**src/rtl/uram_burst_read_counter.sv**
```systemverilog
// Burst read address generator for a circular URAM buffer.
// Each accepted request (start address, length) is turned into a contiguous
// run of read addresses that wraps at DEPTH. A one-entry pending slot lets the
// next burst follow the current one with no idle cycle in between.
module uram_burst_read_counter #(
    parameter int ADDR_BITS = 14,
    parameter int DEPTH     = 16384,
    parameter int LEN_BITS  = 8
) (
    input  logic                 clk_i,
    input  logic                 rstn_i,
    input  logic                 run_i,
    input  logic [ADDR_BITS-1:0] start_addr_i,
    input  logic [LEN_BITS-1:0]  len_i,
    input  logic                 abort_i,
    output logic                 ready_o,
    output logic [ADDR_BITS-1:0] addr_o,
    output logic                 addr_valid_o,
    output logic                 last_o,
    output logic                 busy_o,
    output logic                 err_o
);

    typedef enum logic [0:0] {
        IDLE = 1'b0,
        RUN  = 1'b1
    } state_t;

    // One extra bit so DEPTH == 2^ADDR_BITS is representable for the range check.
    localparam logic [ADDR_BITS:0]   DEPTH_W   = (ADDR_BITS + 1)'(DEPTH);
    localparam logic [ADDR_BITS-1:0] LAST_ADDR = ADDR_BITS'(DEPTH - 1);
    localparam logic [LEN_BITS:0]    FULL_LEN  = {1'b1, {LEN_BITS{1'b0}}};
    localparam logic [LEN_BITS:0]    ONE_LEN   = (LEN_BITS + 1)'(1'b1);
    localparam logic [LEN_BITS:0]    TWO_LEN   = (LEN_BITS + 1)'(2'd2);

    // Length field 0 means a full 2^LEN_BITS burst.
    function automatic logic [LEN_BITS:0] burst_len(input logic [LEN_BITS-1:0] len);
        burst_len = (len == {LEN_BITS{1'b0}}) ? FULL_LEN : {1'b0, len};
    endfunction

    // Circular increment; DEPTH need not be a power of two.
    function automatic logic [ADDR_BITS-1:0] next_addr(input logic [ADDR_BITS-1:0] a);
        next_addr = (a == LAST_ADDR) ? {ADDR_BITS{1'b0}} : a + ADDR_BITS'(1'b1);
    endfunction

    state_t                state_r, state_s;
    logic [ADDR_BITS-1:0]  addr_r, addr_s;
    logic [LEN_BITS:0]     rem_r, rem_s;
    logic                  valid_r, valid_s;
    logic                  last_r, last_s;
    logic                  busy_r, busy_s;
    logic                  err_r, err_s;
    logic                  pend_r, pend_s;
    logic [ADDR_BITS-1:0]  pend_addr_r, pend_addr_s;
    logic [LEN_BITS-1:0]   pend_len_r, pend_len_s;
    logic                  acc_s;
    logic                  bad_s;
    logic                  go_s;

    assign ready_o = !pend_r && !abort_i;
    assign acc_s   = run_i && ready_o;
    assign bad_s   = ({1'b0, start_addr_i} >= DEPTH_W);
    assign go_s    = acc_s && !bad_s;

    // Next-state, address/length counter and pending-slot control.
    always_comb begin
        state_s     = state_r;
        addr_s      = addr_r;
        rem_s       = rem_r;
        valid_s     = 1'b0;
        last_s      = 1'b0;
        pend_s      = pend_r;
        pend_addr_s = pend_addr_r;
        pend_len_s  = pend_len_r;
        err_s       = acc_s && bad_s;
        if (abort_i) begin
            state_s = IDLE;
            pend_s  = 1'b0;
        end else begin
            case (state_r)
                IDLE: begin
                    if (go_s) begin
                        state_s = RUN;
                        addr_s  = start_addr_i;
                        rem_s   = burst_len(len_i);
                        valid_s = 1'b1;
                        last_s  = (burst_len(len_i) == ONE_LEN);
                    end else begin
                        state_s = IDLE;
                    end
                end
                RUN: begin
                    if (last_r) begin
                        if (pend_r) begin
                            // Chain the stored burst directly behind the finished one.
                            state_s = RUN;
                            addr_s  = pend_addr_r;
                            rem_s   = burst_len(pend_len_r);
                            valid_s = 1'b1;
                            last_s  = (burst_len(pend_len_r) == ONE_LEN);
                            pend_s  = 1'b0;
                        end else if (go_s) begin
                            state_s = RUN;
                            addr_s  = start_addr_i;
                            rem_s   = burst_len(len_i);
                            valid_s = 1'b1;
                            last_s  = (burst_len(len_i) == ONE_LEN);
                        end else begin
                            state_s = IDLE;
                        end
                    end else begin
                        addr_s  = next_addr(addr_r);
                        rem_s   = rem_r - ONE_LEN;
                        valid_s = 1'b1;
                        last_s  = (rem_r == TWO_LEN);
                        if (go_s) begin
                            pend_s      = 1'b1;
                            pend_addr_s = start_addr_i;
                            pend_len_s  = len_i;
                        end else begin
                            pend_s = pend_r;
                        end
                    end
                end
                default: begin
                    state_s = IDLE;
                    pend_s  = 1'b0;
                end
            endcase
        end
        busy_s = (state_s == RUN) || pend_s;
    end

    // State and registered outputs, cleared asynchronously by rstn_i.
    always_ff @(posedge clk_i or negedge rstn_i) begin
        if (!rstn_i) begin
            state_r     <= IDLE;
            addr_r      <= {ADDR_BITS{1'b0}};
            rem_r       <= {(LEN_BITS + 1){1'b0}};
            valid_r     <= 1'b0;
            last_r      <= 1'b0;
            busy_r      <= 1'b0;
            err_r       <= 1'b0;
            pend_r      <= 1'b0;
            pend_addr_r <= {ADDR_BITS{1'b0}};
            pend_len_r  <= {LEN_BITS{1'b0}};
        end else begin
            state_r     <= state_s;
            addr_r      <= addr_s;
            rem_r       <= rem_s;
            valid_r     <= valid_s;
            last_r      <= last_s;
            busy_r      <= busy_s;
            err_r       <= err_s;
            pend_r      <= pend_s;
            pend_addr_r <= pend_addr_s;
            pend_len_r  <= pend_len_s;
        end
    end

    assign addr_o       = addr_r;
    assign addr_valid_o = valid_r;
    assign last_o       = last_r;
    assign busy_o       = busy_r;
    assign err_o        = err_r;

endmodule

```
**config.mk**
```make
export PLATFORM = sky130hd
export DESIGN_NAME = uram_burst_read_counter
export DESIGN_NICKNAME = d
export VERILOG_FILES = /design/src/rtl/uram_burst_read_counter.sv
export SDC_FILE = /design/constraint.sdc
export NUM_CORES = 1
export LEC_CHECK = 0
export ABC_AREA = 1
export BUFFER_PORTS_ARGS = -buffer_cell sky130_fd_sc_hd__buf_2
export CAP_MARGIN = 10
export CORE_AREA = 4 4 91 93
export CTS_CLUSTER_SIZE = 14
export DETAILED_ROUTE_END_ITERATION = 8
export DIE_AREA = 0 0 95 97
export PLACE_DENSITY = 0.59
export REMOVE_ABC_BUFFERS = 1
export SYNTH_ARGS = -nofsm -noshare
export SYNTH_HDL_FRONTEND = slang
export SYNTH_SLANG_ARGS = --single-unit
export TNS_END_PERCENT = 5
```
**constraint.sdc**
```tcl
create_clock -name clk_i -period 3.3 [get_ports clk_i]
set_input_delay 0.66 -clock clk_i [delete_from_list [all_inputs] [get_ports clk_i]]
set_output_delay 0.66 -clock clk_i [all_outputs]
set_load 0.01 [all_outputs]
```
==> results of run 1 <==
-- Yosys cell counts --
library cell / n
o21ai_1: 2
o211ai_1: 1
inv_2: 1
or2_0: 3
a22oi_1: 1
clkbuf_2: 1
a21oi_1: 18
or2_1: 5
o21ai_4: 1
conb_1: 1
buf_1: 2
nand3_1: 23
xor2_1: 5
mux2_1: 12
inv_1: 42
ha_1: 3
nor2_2: 3
o21ai_0: 22
mux2_2: 1
nand3_2: 1
nand2_4: 1
nor2_1: 34
nor2_4: 2
o31ai_1: 1
buf_6: 2
a31oi_1: 17
a32o_1: 1
dfrtp_1: 49
o211ai_2: 1
nand3b_1: 1
buf_4: 5
clkbuf_1: 4
o22ai_1: 5
nor3_4: 1
buf_2: 7
o221ai_1: 1
o21ai_2: 1
nor3_1: 1
nand2_1: 144
nand4_1: 5
or2_2: 3
-- cell families (layout without fill, tap and decap cells) --
kind of cell / Yosys count / after routing
other cells: 1 / 1
flops: 49 / 49
simple gates: 227 / 227
xor+xnor: 5 / 5
fa+ha+maj: 3 / 3
buf+inv: 64 / 102
compound gates: 72 / 72
mux: 13 / 13
-- cells in the final DEF, fill, tap and decap left out, drive strengths merged --
master / count
a32o: 1
a31oi: 17
a21oi: 18
ha: 3
inv: 43
nand2: 145
dfrtp: 49
xor2: 5
o31ai: 1
conb: 1
o221ai: 1
buf: 51
clkbuf: 5
nand4: 5
nor2: 39
o211ai: 2
o22ai: 5
a22oi: 1
mux2: 13
nand3: 24
clkinvlp: 1
o21ai: 26
clkinv: 2
nor3: 2
nand3b: 1
or2: 11
-- per-layer routing --
layer	GRT usage, %	routed length, µm	vias to the layer above
li1	-	-	1475
met1	26.3	3850	1374
met2	31.5	4130	72
met3	3.03	471	7
met4	4.22	89	0
met5	0	0	-
-- metrics by stage --
| stage | setup WS (ns) | total power [µW] |
|---|---|---|
| 6_report | 1.34 | 1840 |
| 5_1_grt | 1.23 | 1980 |
| 4_1_cts | 1.32 | 1850 |
| 3_5_place_dp | 1.07 | 1490 |
| 3_3_place_gp | 1.10 | 1470 |
| 2_1_floorplan | 1.08 | 1270 |
-- state kept, by name, summed over array words and instances (netlist names) --
register / flops
addr_o: 14
last_o: 1
pend_len_r: 8
pend_addr_r: 14
rem_r: 9
busy_o: 1
pend_r: 1
addr_valid_o: 1
-- final cells by class --
| type | count | area (µm²) |
|---|---|---|
| Tap cell | 102 | 128 |
| Sequential cell | 49 | 1230 |
| Timing Repair Buffer | 51 | 275 |
| Fill cell | 825 | 4020 |
| Clock inverter | 3 | 17.5 |
| Inverter | 43 | 161 |
| Multi-Input combinational cell | 321 | 1630 |
| Clock buffer | 5 | 68.8 |
-- power groups by stage --
| stage | sequential (µW) | clock (µW) | combinational, µW |
|---|---|---|---|
| 2_1_floorplan | 865 | 0 | 409 |
| 3_3_place_gp | 868 | 0 | 607 |
| 3_5_place_dp | 870 | 0 | 617 |
| 4_1_cts | 858 | 375 | 619 |
| 5_1_grt | 880 | 399 | 706 |
| 6_report | 860 | 366 | 613 |
-- how the worst max path moves through the flow --
stage	slack, ns	end	cells past startpoint	startpoint
after floorplan	1.08	pend_addr_r[0]$_DFFE_PN0P_	3	addr_valid_o$_DFF_PN0_
after global placement	1.10	pend_addr_r[0]$_DFFE_PN0P_	6	abort_i
after detailed placement	1.07	pend_addr_r[0]$_DFFE_PN0P_	6	abort_i
after CTS	1.32	pend_addr_r[0]$_DFFE_PN0P_	5	pend_r$_DFF_PN0_
after global routing	1.23	pend_addr_r[0]$_DFFE_PN0P_	5	pend_r$_DFF_PN0_
final	1.34	pend_addr_r[0]$_DFFE_PN0P_	5	pend_r$_DFF_PN0_
-- worst reg2reg max path: cells and delay by family (launching register included) --
kind	cells	cell delay, ns
and+or+nand+nor	3	0.62
muxes	1	0.37
buffers and inverters	1	0.37
DFF	1	0.49
==> summary.txt, run 1 <==
Yosys
  – Post-synthesis cell type with the largest combined area: dfrtp_1
  – Synthesized area: 0.00314 mm²
  – Yosys top cell area share: 39.0%
  – Area share of fa/ha/maj cells after synthesis: 1.19%
  – Synth Area per Inst: 7.24 µm²
  – Synth area leaders: dfrtp_1 (39%), nand2_1 (17%), inv_1 (5.0%)
  – Main combinational cell family by area after synthesis: simple AND/OR/NAND/NOR gates
  – Post-Synth XOR/XNOR Area: 1.39%
  – Synth cell types: 41
  – Synth Area in Simple Gates: 31.0%
  – Cells after Synth: 434
  – Mux cell area share after synthesis: 4.66%
  – #FFs+latches synth: 49
  – Synth Area in Compound Gates: 13.6%
  – Yosys warns: 0
  – Sequential-to-total area share from yosys stat: 39.0%

Power
  – Clock Power Share: 19.9%
  – Max VDD drop: 0.194 mV
  – Static leakage: 0.00175 µW
  – PwrDens: 524 mW/mm²
  – P_sw: 711 µW
  – Internal power: 1130 µW
  – Combinational Power Share: 33.4%
  – Switching portion of total power: 38.7%
  – Seq pwr share: 46.8%

Drt
  – Via count: 2,928
  – Drt pass-1 iters: 4
  – Vias per std cell: 5.10
  – Routed WL per cell: 14.9 µm
  – # DRC: 0
  – Initial DRC Count: 186
  – Final wirelength: 8540 µm
  – Routed Antenna Nets: 0

Clock network
  – CTS buffer count: 5
  – Hold Buf Count CTS: 0
  – Max Root-Sink Buffers: 2
  – TritonCTS Sinks: 49
  – CTS tree: yes
  – CTS H-tree depth: 2
  – # Post-CTS Setup Buffers: 0
  – Clk slew on worst S/H paths: 0.10 ns
  – Cts repair resizes: 0
  – Clock latency on the worst-skew pair: 0.31 ns
  – Root buf cell: clkbuf_8

Critical path
  – Crit path DAT: 2.16 ns
  – FF-to-FF Start: pend_r$_DFF_PN0_
  – Cell family with most CP delay: simple AND/OR/NAND/NOR gates
  – Worst setup EP type: register
  – CP max FO: 26
  – R2r endpoint: pend_addr_r[0]$_DFFE_PN0P_
  – Reg2reg path depth: 5
  – Crit-path max cell delay: 0.49 ns
  – Setup CP Type: register to register
  – Crit-path cells: nor2_4 > nand2_4 > nor3_4 > buf_4 > mux2_2
  – Startpoint types: register
  – WP buf/inv: 1
  – R2R setup slack: 1.34 ns
  – Critical-path top delay cell: dfrtp_1
  – Req. time, crit path: 3.50 ns

Placed design
  – Area after DPL: 0.00342 mm²
  – PortBufs: 43
  – Placed wire-length estimate: 5940 µm
  – Cells after DPL: 566
  – GP Congestion: 0.811

Floorplan
  – Core footprint: 0.00753 mm²
  – I/O Pins: 45
  – Initial Utilization: 41.8%
  – Die X-Extent: 95 µm
  – Num rows: 32
  – Overall die height: 97 µm
  – Die area: 0.00922 mm²

STA
  – FMAX: 510 MHz
  – WHS: 0.396 ns
  – Clk_skew: 0.00979 ns
  – Unrepaired setup endpoints after global routing: no
  – Final Hold Fails: 0
  – Final period utilization: 59.4%
  – Final setup fails: 0
  – Worst slew margin: 45.2%
  – Setup TNS: 0 ns
  – Fin. max-slew vios: 0
  – Min Tclk post-route: 1.96 ns
  – Tightest Pin Transition: 0.820 ns

GRT
  – GRT Overall Usage: 19.1%
  – Congestion Overflow GR: 0
  – First-pass GRT wire length: 13,900 µm
  – Vias in the first global route: 2,782
  – Antenna violations before repair: 0
  – Largest net degree at the start of global routing: 32

Job
  – Maxcap violations: 0

Finish
  – Inserted Diodes: 0
  – Fin util: 46.6%
  – Finished Layout Cells: 574
  – Final instance area: 0.00351 mm²
  – Nets: 500
  – P&R area growth vs syn: 11.7%
  – Share of layout cells above drive strength 1: 15.9%

Hold path
  – Worst hold path class: primary input to async pin

Status
  – Status: finished clean
No activity file was read; power rests on OpenSTA's default activity.
==> run 2, diff against run 1 <==
--- a/config.mk
+++ b/config.mk
@@ -12,7 +12,7 @@
 export CTS_CLUSTER_SIZE = 14
 export DETAILED_ROUTE_END_ITERATION = 8
 export DIE_AREA = 0 0 95 97
-export PLACE_DENSITY = 0.59
+export PLACE_DENSITY = 0.61
 export REMOVE_ABC_BUFFERS = 1
 export SYNTH_ARGS = -nofsm -noshare
 export SYNTH_HDL_FRONTEND = slang
==> constraint.sdc (replaced) <==
create_clock -name clk_i -period 1.8 [get_ports clk_i]
set_input_delay 0.36 -clock clk_i [delete_from_list [all_inputs] [get_ports clk_i]]
set_output_delay 0.36 -clock clk_i [all_outputs]
set_load 0.01 [all_outputs]
==> run 2 against run 1 <==
Against the previous run: total power is 84% higher; critical path depth decreased by 2; largest power group unchanged; die area stayed put; combinational power increased by 91%; first-iteration DRC count shrank 4.8%; highest routed layer unchanged.
==> summary.txt, run 2 (synthesis gave the netlist of run 1 again) <==
GRT
  – First-pass GRT wire length: 14,100 µm
  – GR peak layer: met2
  – Antenna violations before repair: 0
  – Vias in the first global route: 2,942
  – Met2 Use GR: 32.0%
  – Largest net degree at the start of global routing: 33
  – Grt met3 use: 3.42%
  – Grt met1 use: 24.8%
  – GRT Overall Usage: 19.1%
  – Congestion Overflow GR: 0

Clock network
  – CTS tree: yes
  – TritonCTS Sinks: 49
  – Root buf cell: clkbuf_8
  – Clk slew on worst S/H paths: 0.10 ns
  – CTS buffer count: 5
  – Clock latency on the worst-skew pair: 0.30 ns
  – CTS H-tree depth: 2
  – Max Root-Sink Buffers: 2
  – # Post-CTS Setup Buffers: 0

Critical path
  – Worst setup EP type: output pin
  – Setup CP Type: register to output pin
  – Crit path DAT: 1.30 ns
  – Startpoint types: register
  – Critical-path top delay cell: dfrtp_1
  – Most Frequent Cell on Critical Path: buf_4
  – Crit-path cells: buf_4 > buf_4 > buf_2
  – FF-to-FF Start: pend_r$_DFF_PN0_
  – Worst setup startpoint: addr_valid_o$_DFF_PN0_
  – Crit-path max cell delay: 0.36 ns
  – CP max FO: 16
  – Reg2reg path depth: 5
  – Req. time, crit path: 1.44 ns

Drt
  – Routed WL per cell: 14.1 µm
  – Drt pass-1 iters: 4
  – Routed Antenna Nets: 0
  – Final wirelength: 8260 µm
  – Vias per std cell: 5.09
  – # DRC: 0
  – Initial DRC Count: 177
  – Via count: 2,984

STA
  – Unrepaired setup endpoints after global routing: no
  – Fin. max-slew vios: 0
  – WHS: 0.277 ns
  – Clk_skew: 0.0107 ns
  – FMAX: 603 MHz
  – Min Tclk post-route: 1.66 ns
  – Setup TNS: 0 ns
  – Final period utilization: 92.1%
  – Final setup fails: 0
  – Final Hold Fails: 0

Power
  – Static leakage: 0.00183 µW
  – PwrDens: 930 mW/mm²
  – Max VDD drop: 0.367 mV

Finish
  – Most frequent cells in the layout: nand2_1 (143), dfrtp_1 (48), buf_2 (43)
  – Inserted Diodes: 0
  – Fin util: 48.4%
  – Most common cell after layout, fill and taps aside: nand2_1
  – P&R area growth vs syn: 16.0%
  – Share of layout cells above drive strength 1: 18.0%
  – Final instance area: 0.00364 mm²
  – Nets: 512

Floorplan
  – I/O Pins: 45
  – Core footprint: 0.00753 mm²
  – Initial Utilization: 41.8%
  – Die X-Extent: 95 µm
  – Die area: 0.00922 mm²
  – Overall die height: 97 µm
  – Num rows: 32

Hold path
  – Worst hold path class: primary input to register
  – Hold Path Cell Cnt: 2
  – Worst hold start: start_addr_i[7]

Job
  – Maxcap violations: 0

Placed design
  – Area after DPL: 0.00354 mm²
  – PortBufs: 43
  – Placed wire-length estimate: 6000 µm
  – GP Congestion: 0.828

Status
  – Status: finished clean
run 2: cell types whose count changed in the layout (fill, tap and decap cells not counted), sizes merged:
| cell | change |
|---|---|
| clkinvlp | -1 |
| clkbuf | +1 |
| dlygate4sd3 | +1 |
| buf | +11 |
run 2: path summary, 6_finish.rpt:
kind	endpoint	slack (ns)
setup reg to reg	pend_addr_r[0]$_DFFE_PN0P_	0.19
hold reg to reg	pend_addr_r[5]$_DFFE_PN0P_	0.50
max in group asynchronous	last_o$_DFF_PN0_	0.73
min in group asynchronous	pend_addr_r[8]$_DFFE_PN0P_	0.52
setup / recovery	addr_valid_o	0.14
hold / removal	pend_addr_r[7]$_DFFE_PN0P_	0.28
run 2: report_power, final:
group	internal [µW]	leakage [µW]	total, µW	switching [µW]
sequential	1350	0.000577	1570	211
clock	271	0.0000450	654	383
combinational	481	0.00121	1170	690
run 2: stage by stage:
step	std cells	worst slack, ns	total power (µW)
after detailed placement	577	0.157	2770
after CTS	586	0.124	3440
after global placement	577	0.190	2740
after floorplan	413	-0.420	2340
after global routing	586	0.0432	3690
final	586	0.142	3390
run 2: metal layers:
layer / up-vias / share of wire (%)
li1: 1507 / -
met1: 1402 / 45
met2: 64 / 49
met3: 11 / 4.3
met4: 0 / 1.6
met5: - / 0
run 2: area by class of cell:
| class | count | area [µm²] |
|---|---|---|
| fillers | 823 | 3880 |
| multi-input cells | 321 | 1640 |
| flip-flops and latches | 49 | 1230 |
| repair buffers | 63 | 405 |
| inverters | 43 | 161 |
| well taps | 102 | 128 |
| clock buffers | 6 | 72.6 |
| clock inverters | 2 | 10.0 |
run 2: repair_timing:
item                                   CTS  global route
resized for setup                        0             3
hold buffers                             1             0
endpoints found under the hold margin   11             0
setup endpoints to repair                0             5
run 2: worst max-delay path: cells and delay by family, from the launching register on:
family                 cells  cell delay [ns]
buffers and inverters      3             0.63
flip-flops                 1             0.36
